`src/rtl/comms_pkg.sv`:
```
// Shared state encodings and default geometry for the serial link.
package comms_pkg;

    localparam int DEF_DATA_W   = 256;
    localparam int DEF_DIV_LOG2 = 3;

    typedef enum logic [1:0] {
        TX_IDLE = 2'd0,
        TX_SEND = 2'd1,
        TX_DONE = 2'd2
    } tx_state_t;

    typedef enum logic {
        RX_IDLE = 1'b0,
        RX_RECV = 1'b1
    } rx_state_t;

endpackage

```
`src/rtl/comms_sync.sv`:
```
// Two-flop synchroniser for one asynchronous input line.
module comms_sync (
    input  logic clk,
    input  logic rst,
    input  logic i_d,
    output logic o_q
);

    logic [1:0] r_sync;

    always_ff @(posedge clk or posedge rst) begin
        if (rst) r_sync <= '0;
        else     r_sync <= {r_sync[0], i_d};
    end

    assign o_q = r_sync[1];

endmodule

```
`src/rtl/comms_link.sv`:
```
// Bidirectional framed serial link: TX serialiser with clock divider, RX deserialiser
// sampling the remote lines through synchronisers. Everything runs on clk.
module comms_link
    import comms_pkg::*;
#(
    parameter int DATA_W   = DEF_DATA_W,
    parameter int DIV_LOG2 = DEF_DIV_LOG2
) (
    input  logic              clk,
    input  logic              rst,
    input  logic              startTransfer,
    input  logic              readyForSend,
    input  logic [DATA_W-1:0] sendBuffer,
    output logic              txBusy,
    output logic              txDone,
    output logic              clkOut,
    output logic              dataOut,
    output logic              frameOut,
    input  logic              clkIn,
    input  logic              dataIn,
    input  logic              frameIn,
    output logic [DATA_W-1:0] receiveBuffer,
    output logic              rxValid,
    output logic              rxError,
    output logic              readyForReceive
);

    // The RX counter must hold one count past DATA_W to remember overflow.
    localparam int CNT_W = $clog2(DATA_W + 2);
    localparam int IDX_W = $clog2(DATA_W);

    tx_state_t           r_tx_state, w_tx_state_nx;
    logic [DATA_W-1:0]   r_shadow, w_shadow_nx;
    logic [CNT_W-1:0]    r_bit_idx, w_bit_idx_nx;
    logic [DIV_LOG2-1:0] r_cdiv, w_cdiv_nx;
    logic r_clk_out, w_clk_out_nx, r_data_out, w_data_out_nx;
    logic r_frame_out, w_frame_out_nx, r_tx_busy, w_tx_busy_nx, r_tx_done, w_tx_done_nx;

    always_comb begin
        w_tx_state_nx  = r_tx_state;
        w_shadow_nx    = r_shadow;
        w_bit_idx_nx   = r_bit_idx;
        w_cdiv_nx      = r_cdiv;
        w_clk_out_nx   = r_clk_out;
        w_data_out_nx  = r_data_out;
        w_frame_out_nx = r_frame_out;
        w_tx_busy_nx   = r_tx_busy;
        w_tx_done_nx   = 1'b0;
        case (r_tx_state)
            TX_IDLE: begin
                if (startTransfer && readyForSend) begin
                    w_tx_state_nx  = TX_SEND;
                    w_shadow_nx    = sendBuffer;
                    w_bit_idx_nx   = '0;
                    w_cdiv_nx      = '0;
                    w_clk_out_nx   = 1'b0;
                    w_data_out_nx  = sendBuffer[0];
                    w_frame_out_nx = 1'b1;
                    w_tx_busy_nx   = 1'b1;
                end
            end
            TX_SEND: begin
                // clkOut follows the divider MSB it is registered with, so the
                // next data bit and the clkOut fall appear on the same edge.
                w_cdiv_nx    = r_cdiv + 1'b1;
                w_clk_out_nx = w_cdiv_nx[DIV_LOG2-1];
                if (&r_cdiv) begin
                    if (r_bit_idx == CNT_W'(DATA_W - 1)) begin
                        w_tx_state_nx  = TX_DONE;
                        w_clk_out_nx   = 1'b0;
                        w_data_out_nx  = 1'b0;
                        w_frame_out_nx = 1'b0;
                        w_tx_busy_nx   = 1'b0;
                        w_tx_done_nx   = 1'b1;
                    end else begin
                        w_bit_idx_nx  = r_bit_idx + 1'b1;
                        w_shadow_nx   = r_shadow >> 1;
                        w_data_out_nx = r_shadow[1];
                    end
                end
            end
            TX_DONE: w_tx_state_nx = TX_IDLE;
            default: w_tx_state_nx = TX_IDLE;
        endcase
    end

    always_ff @(posedge clk or posedge rst) begin
        if (rst) begin
            r_tx_state  <= TX_IDLE;
            r_shadow    <= '0;
            r_bit_idx   <= '0;
            r_cdiv      <= '0;
            r_clk_out   <= 1'b0;
            r_data_out  <= 1'b0;
            r_frame_out <= 1'b0;
            r_tx_busy   <= 1'b0;
            r_tx_done   <= 1'b0;
        end else begin
            r_tx_state  <= w_tx_state_nx;
            r_shadow    <= w_shadow_nx;
            r_bit_idx   <= w_bit_idx_nx;
            r_cdiv      <= w_cdiv_nx;
            r_clk_out   <= w_clk_out_nx;
            r_data_out  <= w_data_out_nx;
            r_frame_out <= w_frame_out_nx;
            r_tx_busy   <= w_tx_busy_nx;
            r_tx_done   <= w_tx_done_nx;
        end
    end

    logic w_clk_s, w_data_s, w_frame_s;

    comms_sync u_sync_clk   (.clk(clk), .rst(rst), .i_d(clkIn),   .o_q(w_clk_s));
    comms_sync u_sync_data  (.clk(clk), .rst(rst), .i_d(dataIn),  .o_q(w_data_s));
    comms_sync u_sync_frame (.clk(clk), .rst(rst), .i_d(frameIn), .o_q(w_frame_s));

    rx_state_t         r_rx_state, w_rx_state_nx;
    logic              r_clk_d, r_frame_d;
    logic [CNT_W-1:0]  r_rx_cnt, w_rx_cnt_nx;
    logic [DATA_W-1:0] r_rx_shift, w_rx_shift_nx, r_rx_buf, w_rx_buf_nx;
    logic r_rx_valid, w_rx_valid_nx, r_rx_error, w_rx_error_nx, r_rx_ready, w_rx_ready_nx;
    logic w_clk_rise, w_frame_rise, w_frame_fall;

    assign w_clk_rise   = w_clk_s & ~r_clk_d;
    assign w_frame_rise = w_frame_s & ~r_frame_d;
    assign w_frame_fall = ~w_frame_s & r_frame_d;

    always_comb begin
        w_rx_state_nx = r_rx_state;
        w_rx_cnt_nx   = r_rx_cnt;
        w_rx_shift_nx = r_rx_shift;
        w_rx_buf_nx   = r_rx_buf;
        w_rx_valid_nx = 1'b0;
        w_rx_error_nx = 1'b0;
        w_rx_ready_nx = r_rx_ready;
        case (r_rx_state)
            RX_IDLE: begin
                if (w_frame_rise) begin
                    w_rx_state_nx = RX_RECV;
                    w_rx_cnt_nx   = '0;
                    w_rx_ready_nx = 1'b0;
                end
            end
            RX_RECV: begin
                // A clock edge landing with the frame fall still counts toward the length.
                if (w_clk_rise) begin
                    if (r_rx_cnt < CNT_W'(DATA_W))
                        w_rx_shift_nx[r_rx_cnt[IDX_W-1:0]] = w_data_s;
                    if (r_rx_cnt <= CNT_W'(DATA_W))
                        w_rx_cnt_nx = r_rx_cnt + 1'b1;
                end
                if (w_frame_fall) begin
                    w_rx_state_nx = RX_IDLE;
                    w_rx_ready_nx = 1'b1;
                    if (w_rx_cnt_nx == CNT_W'(DATA_W)) begin
                        w_rx_buf_nx   = w_rx_shift_nx;
                        w_rx_valid_nx = 1'b1;
                    end else begin
                        w_rx_error_nx = 1'b1;
                    end
                end
            end
            default: w_rx_state_nx = RX_IDLE;
        endcase
    end

    always_ff @(posedge clk or posedge rst) begin
        if (rst) begin
            r_rx_state <= RX_IDLE;
            r_clk_d    <= 1'b0;
            r_frame_d  <= 1'b0;
            r_rx_cnt   <= '0;
            r_rx_shift <= '0;
            r_rx_buf   <= '0;
            r_rx_valid <= 1'b0;
            r_rx_error <= 1'b0;
            r_rx_ready <= 1'b1;
        end else begin
            r_rx_state <= w_rx_state_nx;
            r_clk_d    <= w_clk_s;
            r_frame_d  <= w_frame_s;
            r_rx_cnt   <= w_rx_cnt_nx;
            r_rx_shift <= w_rx_shift_nx;
            r_rx_buf   <= w_rx_buf_nx;
            r_rx_valid <= w_rx_valid_nx;
            r_rx_error <= w_rx_error_nx;
            r_rx_ready <= w_rx_ready_nx;
        end
    end

    assign txBusy          = r_tx_busy;
    assign txDone          = r_tx_done;
    assign clkOut          = r_clk_out;
    assign dataOut         = r_data_out;
    assign frameOut        = r_frame_out;
    assign receiveBuffer   = r_rx_buf;
    assign rxValid         = r_rx_valid;
    assign rxError         = r_rx_error;
    assign readyForReceive = r_rx_ready;

endmodule

```
`config.mk`:
```
export PLATFORM = sky130hd
export DESIGN_NAME = comms_link
export DESIGN_NICKNAME = d
export VERILOG_FILES = /design/src/rtl/comms_pkg.sv /design/src/rtl/comms_sync.sv /design/src/rtl/comms_link.sv
export SDC_FILE = /design/constraint.sdc
export NUM_CORES = 2
export LEC_CHECK = 0
export ABC_CLOCK_PERIOD_IN_PS = 35800
export BUFFER_PORTS_ARGS = -buffer_cell sky130_fd_sc_hd__clkbuf_2
export CELL_PAD_IN_SITES_DETAIL_PLACEMENT = 0
export CELL_PAD_IN_SITES_GLOBAL_PLACEMENT = 2
export CORE_ASPECT_RATIO = 0.9
export CORE_MARGIN = 1
export CORE_UTILIZATION = 37
export DETAILED_ROUTE_END_ITERATION = 10
export GPL_TIMING_DRIVEN = 0
export PLACE_DENSITY_LB_ADDON = 0.1
export SYNTH_ARGS = -nofsm -noshare
export SYNTH_HDL_FRONTEND = slang
export SYNTH_SLANG_ARGS = --single-unit
```
`constraint.sdc`:
```
create_clock -name clk -period 35.8 [get_ports clk]
set_clock_uncertainty 0.15 [all_clocks]
set_input_delay 7.16 -clock clk [delete_from_list [all_inputs] [get_ports clk]]
set_output_delay 7.16 -clock clk [all_outputs]
set_load 0.005 [all_outputs]
```
Word level (Yosys, flattened, before mapping)
Cells that the tools add are included.
{"block": "word_totals", "ff_bits": 807, "in_bits": 263, "elab_cells": 106}
{"block": "classes", "add_sub_neg": 3, "n_lt_le_gt_ge": 4, "eq_ne": 9, "mux": 51, "bitwise_logic": 7, "reduce_logical": 12}
{"op": "256-bit 2-to-1 mux", "n": 5}
{"op": "256-bit one-hot mux with 2 select lines", "n": 1}
{"op": "256-bit bitwise mux", "n": 1}
{"op": "9-bit 2-to-1 mux", "n": 7}
{"op": "9-bit one-hot mux with 2 select lines", "n": 2}
{"op": "1-bit 2-to-1 mux", "n": 23}
{"op": "9-bit by 1-bit adder with 9-bit output (second input constant)", "n": 2}
{"op": "3-bit AND reduction", "n": 4}
{"op": "2-bit inequality test (second input constant)", "n": 5}
{"op": "1-bit one-hot mux with 2 select lines", "n": 5}
{"op": "9-bit by 8-bit == test with 1-bit output (second input constant)", "n": 1}
{"op": "9-bit == test (second input constant)", "n": 1}
{"op": "9-bit less-or-equal comparator (second input constant)", "n": 1}
{"op": "8-bit by 9-bit < comparator with 1-bit output (second input constant)", "n": 1}
{"op": "9-bit < comparator (second input constant)", "n": 1}
{"op": "1-bit demux with 8-bit select", "n": 1}
{"op": "8-bit by 1-bit greater-or-equal comparator with 1-bit output (second input constant)", "n": 1}
{"op": "4-bit AND reduction", "n": 2}
{"op": "2-bit 2-to-1 mux", "n": 3}
{"op": "3-bit one-hot mux with 2 select lines", "n": 1}
{"op": "1-bit inverter", "n": 4}
{"op": "2-bit one-hot mux with 2 select lines", "n": 1}
{"op": "2-bit AND reduction", "n": 2}
{"op": "3-bit by 1-bit adder with 3-bit output (second input constant)", "n": 1}
{"op": "other kinds (7)", "n": 10}

Longest topological paths before layout
{"block": "logic_depth", "depth_word": 8, "ltp_mapped": 11}

Hierarchy
From an unflattened synthesis, not the netlist that was laid out.
{"block": "unflattened", "cells_unflattened": 3631, "hier_area_um2": 36719.0}
{"mod": "comms_link", "instances": 1, "cells_per_inst": 3622, "area_each_um2": 36557.6}
{"mod": "comms_sync", "instances": 3, "cells_per_inst": 3, "area_each_um2": 53.8}

Worst setup path before layout
No wires, ideal clock.
{"block": "synth_timing", "path_type": "input -> register", "startpoint": "input startTransfer", "endpoint": "register r_bit_idx[8]", "setup_ns": 0.139, "t_arrival_ns": 8.766, "slack_ns": 26.745, "path_stages": 8, "n_path_buf": 3, "cell_sequence": "nand2_1 nor3_1 nor2_1 buf_2 clkbuf_1 clkbuf_1 nand2_1 o31ai_1"}
{"block": "synth_via", "elab_chain_cells": 3}
{"item": "from (decl)", "line_no": "comms_link.sv:11", "source": "input logic startTransfer,"}
{"item": "1-bit logical AND", "line_no": "comms_link.sv:51", "source": "if (startTransfer && readyForSend) begin"}
{"item": "2-bit inequality test (no line)"}
{"item": "4-bit AND reduction (no line)"}
{"item": "to (signal assigned)", "line_no": "comms_link.sv:101", "source": "r_bit_idx <= w_bit_idx_nx;"}
{"item": "to (decl)", "line_no": "comms_link.sv:34", "source": "logic [CNT_W-1:0] r_bit_idx, w_bit_idx_nx;"}
Every way passes these cells.
A chain may end at the register's enable or synchronous reset.

Worst setup path after layout
{"block": "layout_timing", "startpoint": "input startTransfer", "endpoint": "register r_shadow[174]"}
{"block": "layout_via", "elab_chain_cells": 3}
{"item": "1-bit logical AND", "line_no": "comms_link.sv:51"}
{"item": "2-bit inequality test (no line)"}
{"item": "4-bit AND reduction (no line)"}
{"item": "to (signal assigned)", "line_no": "comms_link.sv:100", "source": "r_shadow <= w_shadow_nx;"}
{"item": "to (decl)", "line_no": "comms_link.sv:33", "source": "logic [DATA_W-1:0] r_shadow, w_shadow_nx;"}
Every way passes these cells.

==> results_dict.tcl <==
set metrics [dict create \
    required_ns 36.19 \
    synth_cell_types 48 \
    drive_gt1_share_pct 18.9 \
    yosys_warnings 0 \
    clk_path_buf_depth 3 \
    slowest_stage "nor2_1" \
    firstDrtPassIters 5 \
    cts_tree "yes" \
    rrSetupSlack_ns 31.65 \
    crit_type "input port to flop" \
    netlist_area_um2 37100 \
    hold_violations 0 \
    clock_sinks 806 \
    cp_cell_sequence "clkbuf_2 -> nand2_1 -> nor3_2 -> nor2_1 -> buf_2 -> clkbuf_1 -> clkbuf_1 -> nand2_1 -> o21ai_0" \
    use_met2_pct 37.2 \
    switchingPower_mw 0.798 \
    multiInputGateArea_um2 14500 \
    synth_seq_cells 806 \
    cts_resized 0 \
    root_buffer "clkbuf_16" \
    routed_via_density 4.91 \
    p_int_mw 1.86 \
    port-buffer-count 526 \
    post_drt_wl_per_cell_um 20.7 \
    clk_latency_ns 0.65 \
    hpwl_um 80400 \
    clkSlewWorstSetupHoldPaths_ns 0.06 \
    slew_violations 0 \
    track_usage_pct 22.5 \
    max_freq_mhz 103 \
    placed_area_um2 41600 \
    cts_hold_buf 0 \
    core_um2 98700 \
    worst_slack_ns 26.11 \
    reg2reg_from "r_rx_cnt[0]" \
    crit_fanout 10 \
    slowest_delay_ns 0.86 \
    end_kind "flop" \
    hp-class "flop to flop" \
    fin_hold_ws_ns 0.200 \
    setup_tns_ns 0 \
    gp_congestion 0.785 \
    slew-limit-headroom_pct 8.70 \
    die_area_um2 102000 \
    cap_violations 0 \
    ys_seq_area_share_pct 54.4 \
    regArea_um2 20200 \
    syn_avg_cell_area_um2 10.5 \
    grt_pass1_vias 27400 \
    max-vdd-ir-drop_uv 38.3 \
    setup_viol 0 \
    whs_path_depth 0 \
    rsz0062_at_grt "false" \
    dpl_worst_slack_ns 25.06 \
    start_kind "input port" \
    total_power_mw 2.66 \
    grt_pass1_wl_um 172000 \
    first_iter_violations 1588 \
    startpoint "startTransfer" \
    ff2ff_path_depth 10 \
    final_area_um2 44700 \
    gr-max-usage-layer "met2" \
    area_growth_pct 20.5 \
    start_util_pct 37.6 \
    vias 27300 \
    syn_inst 3536 \
    pwr-share-clk_pct 36.6 \
    cts_setup_buffers 0 \
    num_io_pins 527 \
    syn_nets 3807 \
    die_x_um 336 \
    num-fill-cells 9663 \
    drt_wl_total_um 115000 \
    arrival_ns 10.08 \
    final_nets 4436 \
    p_leak_nw 20.8 \
    tightest_slew_ns 1.37 \
    grtUsageMet1_pct 29.1 \
    p_sw_share_pct 30.0 \
    powerDensity_nw_per_um2 59.4 \
    seqPwrFrac_pct 44.9 \
    finalNonFillerCells 5564 \
    use_met3_pct 5.49 \
    r2r-end "r_rx_shift[130]" \
    row_count 109 \
    postLayoutCoreUtil_pct 45.3 \
    p_comb_share_pct 18.4 \
    antenna_left 0 \
    setup.worst_path.end "r_shadow[174]" \
    die_y_um 302 \
    outcome "finished clean" \
    grt-ovfl-total 0 \
    post-route-drc-count 0 \
    grt_max_degree 123 \
    dp.cells 5401 \
    cts_inserted_buffers 94 \
    finalCriticalPeriod_ns 9.69 \
    antenna_found_initial 21 \
    min_period_over_period_pct 27.1 \
    htree_levels 3 \
]
state kept, by name (all words and copies together) (netlist names), 2 cells and up:
register and flops:
u_sync_data.r_sync 2, receiveBuffer 256, r_rx_shift 256, r_tx_state 2, u_sync_frame.r_sync 2, r_shadow 255
r_rx_cnt 9, r_cdiv 3, u_sync_clk.r_sync 2, r_bit_idx 9
synthesized netlist by cell type, drive strengths merged:
cell / instances / share of area (%)
a21o: 2 / 0.040
a21oi: 243 / 3.3
a22o: 11 / 0.26
a22oi: 1 / 0.020
a31o: 1 / 0.024
a31oi: 2 / 0.034
a32o: 1 / 0.027
a32oi: 1 / 0.044
a41oi: 1 / 0.024
and2: 5 / 0.084
and3: 16 / 0.27
and4: 2 / 0.047
buf: 59 / 1.8
clkbuf: 214 / 2.2
dfrtp: 805 / 54
dfstp: 1 / 0.071
ha: 8 / 0.27
inv: 242 / 2.4
mux2: 68 / 2.1
mux2i: 723 / 20
nand2: 483 / 4.9
nand2b: 5 / 0.084
nand3: 42 / 0.57
nand4: 11 / 0.19
nor2: 263 / 2.7
nor2b: 9 / 0.15
nor3: 22 / 0.30
nor3b: 2 / 0.067
nor4: 6 / 0.19
nor4b: 1 / 0.024
o2111ai: 1 / 0.024
o21ai: 263 / 3.5
o221ai: 1 / 0.024
o22ai: 1 / 0.034
o31ai: 1 / 0.020
or2: 2 / 0.034
or3: 4 / 0.067
or3b: 1 / 0.024
xnor2: 8 / 0.19
xor2: 4 / 0.094
per-layer routing:
metal | vias up | wire length (um)
li1 | 13100 | -
met1 | 13400 | 49500
met2 | 599 | 55700
met3 | 176 | 6740
met4 | 32 | 2990
met5 | - | 206
worst max-delay path: cells and delay by family:
family | cells | cell delay [ns]
AND/OR/NAND/NOR | 4 | 1.16
buffers and inverters | 4 | 1.64
AO/OA/AOI/OAI | 1 | 0.12
placed cells by master (no fill, tap or decap), types with 18 or more instances in the layout:
master and count:
mux2_2 67, a21oi_1 243, clkbuf_8 18, nand2_1 483, buf_12 25, clkbuf_1 239
clkbuf_2 526, nand3_1 42, o21ai_0 263, nor2_1 263, mux2i_1 723, clkbuf_16 97
dfrtp_1 805, nor3_1 21, inv_1 241
worst min-delay path by stage:
stage / from / end / slack [ns]
final: u_sync_frame.r_sync[0] / u_sync_frame.r_sync[1] / 0.20
after CTS: u_sync_frame.r_sync[0] / u_sync_frame.r_sync[1] / 0.20
after detailed placement: u_sync_frame.r_sync[0] / u_sync_frame.r_sync[1] / 0.19
after global placement: u_sync_frame.r_sync[0] / u_sync_frame.r_sync[1] / 0.18
after global routing: u_sync_frame.r_sync[0] / u_sync_frame.r_sync[1] / 0.21
after floorplan: u_sync_clk.r_sync[0] / u_sync_clk.r_sync[1] / 0.18
area by class of cell:
cell class | instances | share of cell area [%]
diodes | 4 | 0.0224
inverters | 242 | 2.05
repair buffers | 533 | 6.32
well taps | 1332 | 3.73
flip-flops and latches | 806 | 45.1
multi-input cells | 2215 | 32.5
plain buffers | 273 | 3.33
clock buffers | 140 | 6.20
clock inverters | 19 | 0.692
power by group through the flow:
stage	Combinational [mW]	Sequential [mW]	Clock (mW)
2_1_floorplan	0.344	1.19	0
3_3_place_gp	0.488	1.21	0
3_5_place_dp	0.499	1.21	0
4_1_cts	0.499	1.19	1.00
5_1_grt	0.565	1.22	1.03
6_report	0.490	1.19	0.973
logic make-up after synthesis:
| group | Yosys count | share of synthesized area [%] |
|---|---|---|
| AND/OR/NAND/NOR | 874 | 9.64 |
| XOR/XNOR | 12 | 0.283 |
| flip-flops | 806 | 54.4 |
| adder cells (fa/ha/maj) | 8 | 0.270 |
| AO/OA/AOI/OAI | 530 | 7.40 |
| buffers and inverters | 515 | 6.46 |
| multiplexers | 791 | 21.6 |
No activity file was read; power rests on OpenSTA's default activity.
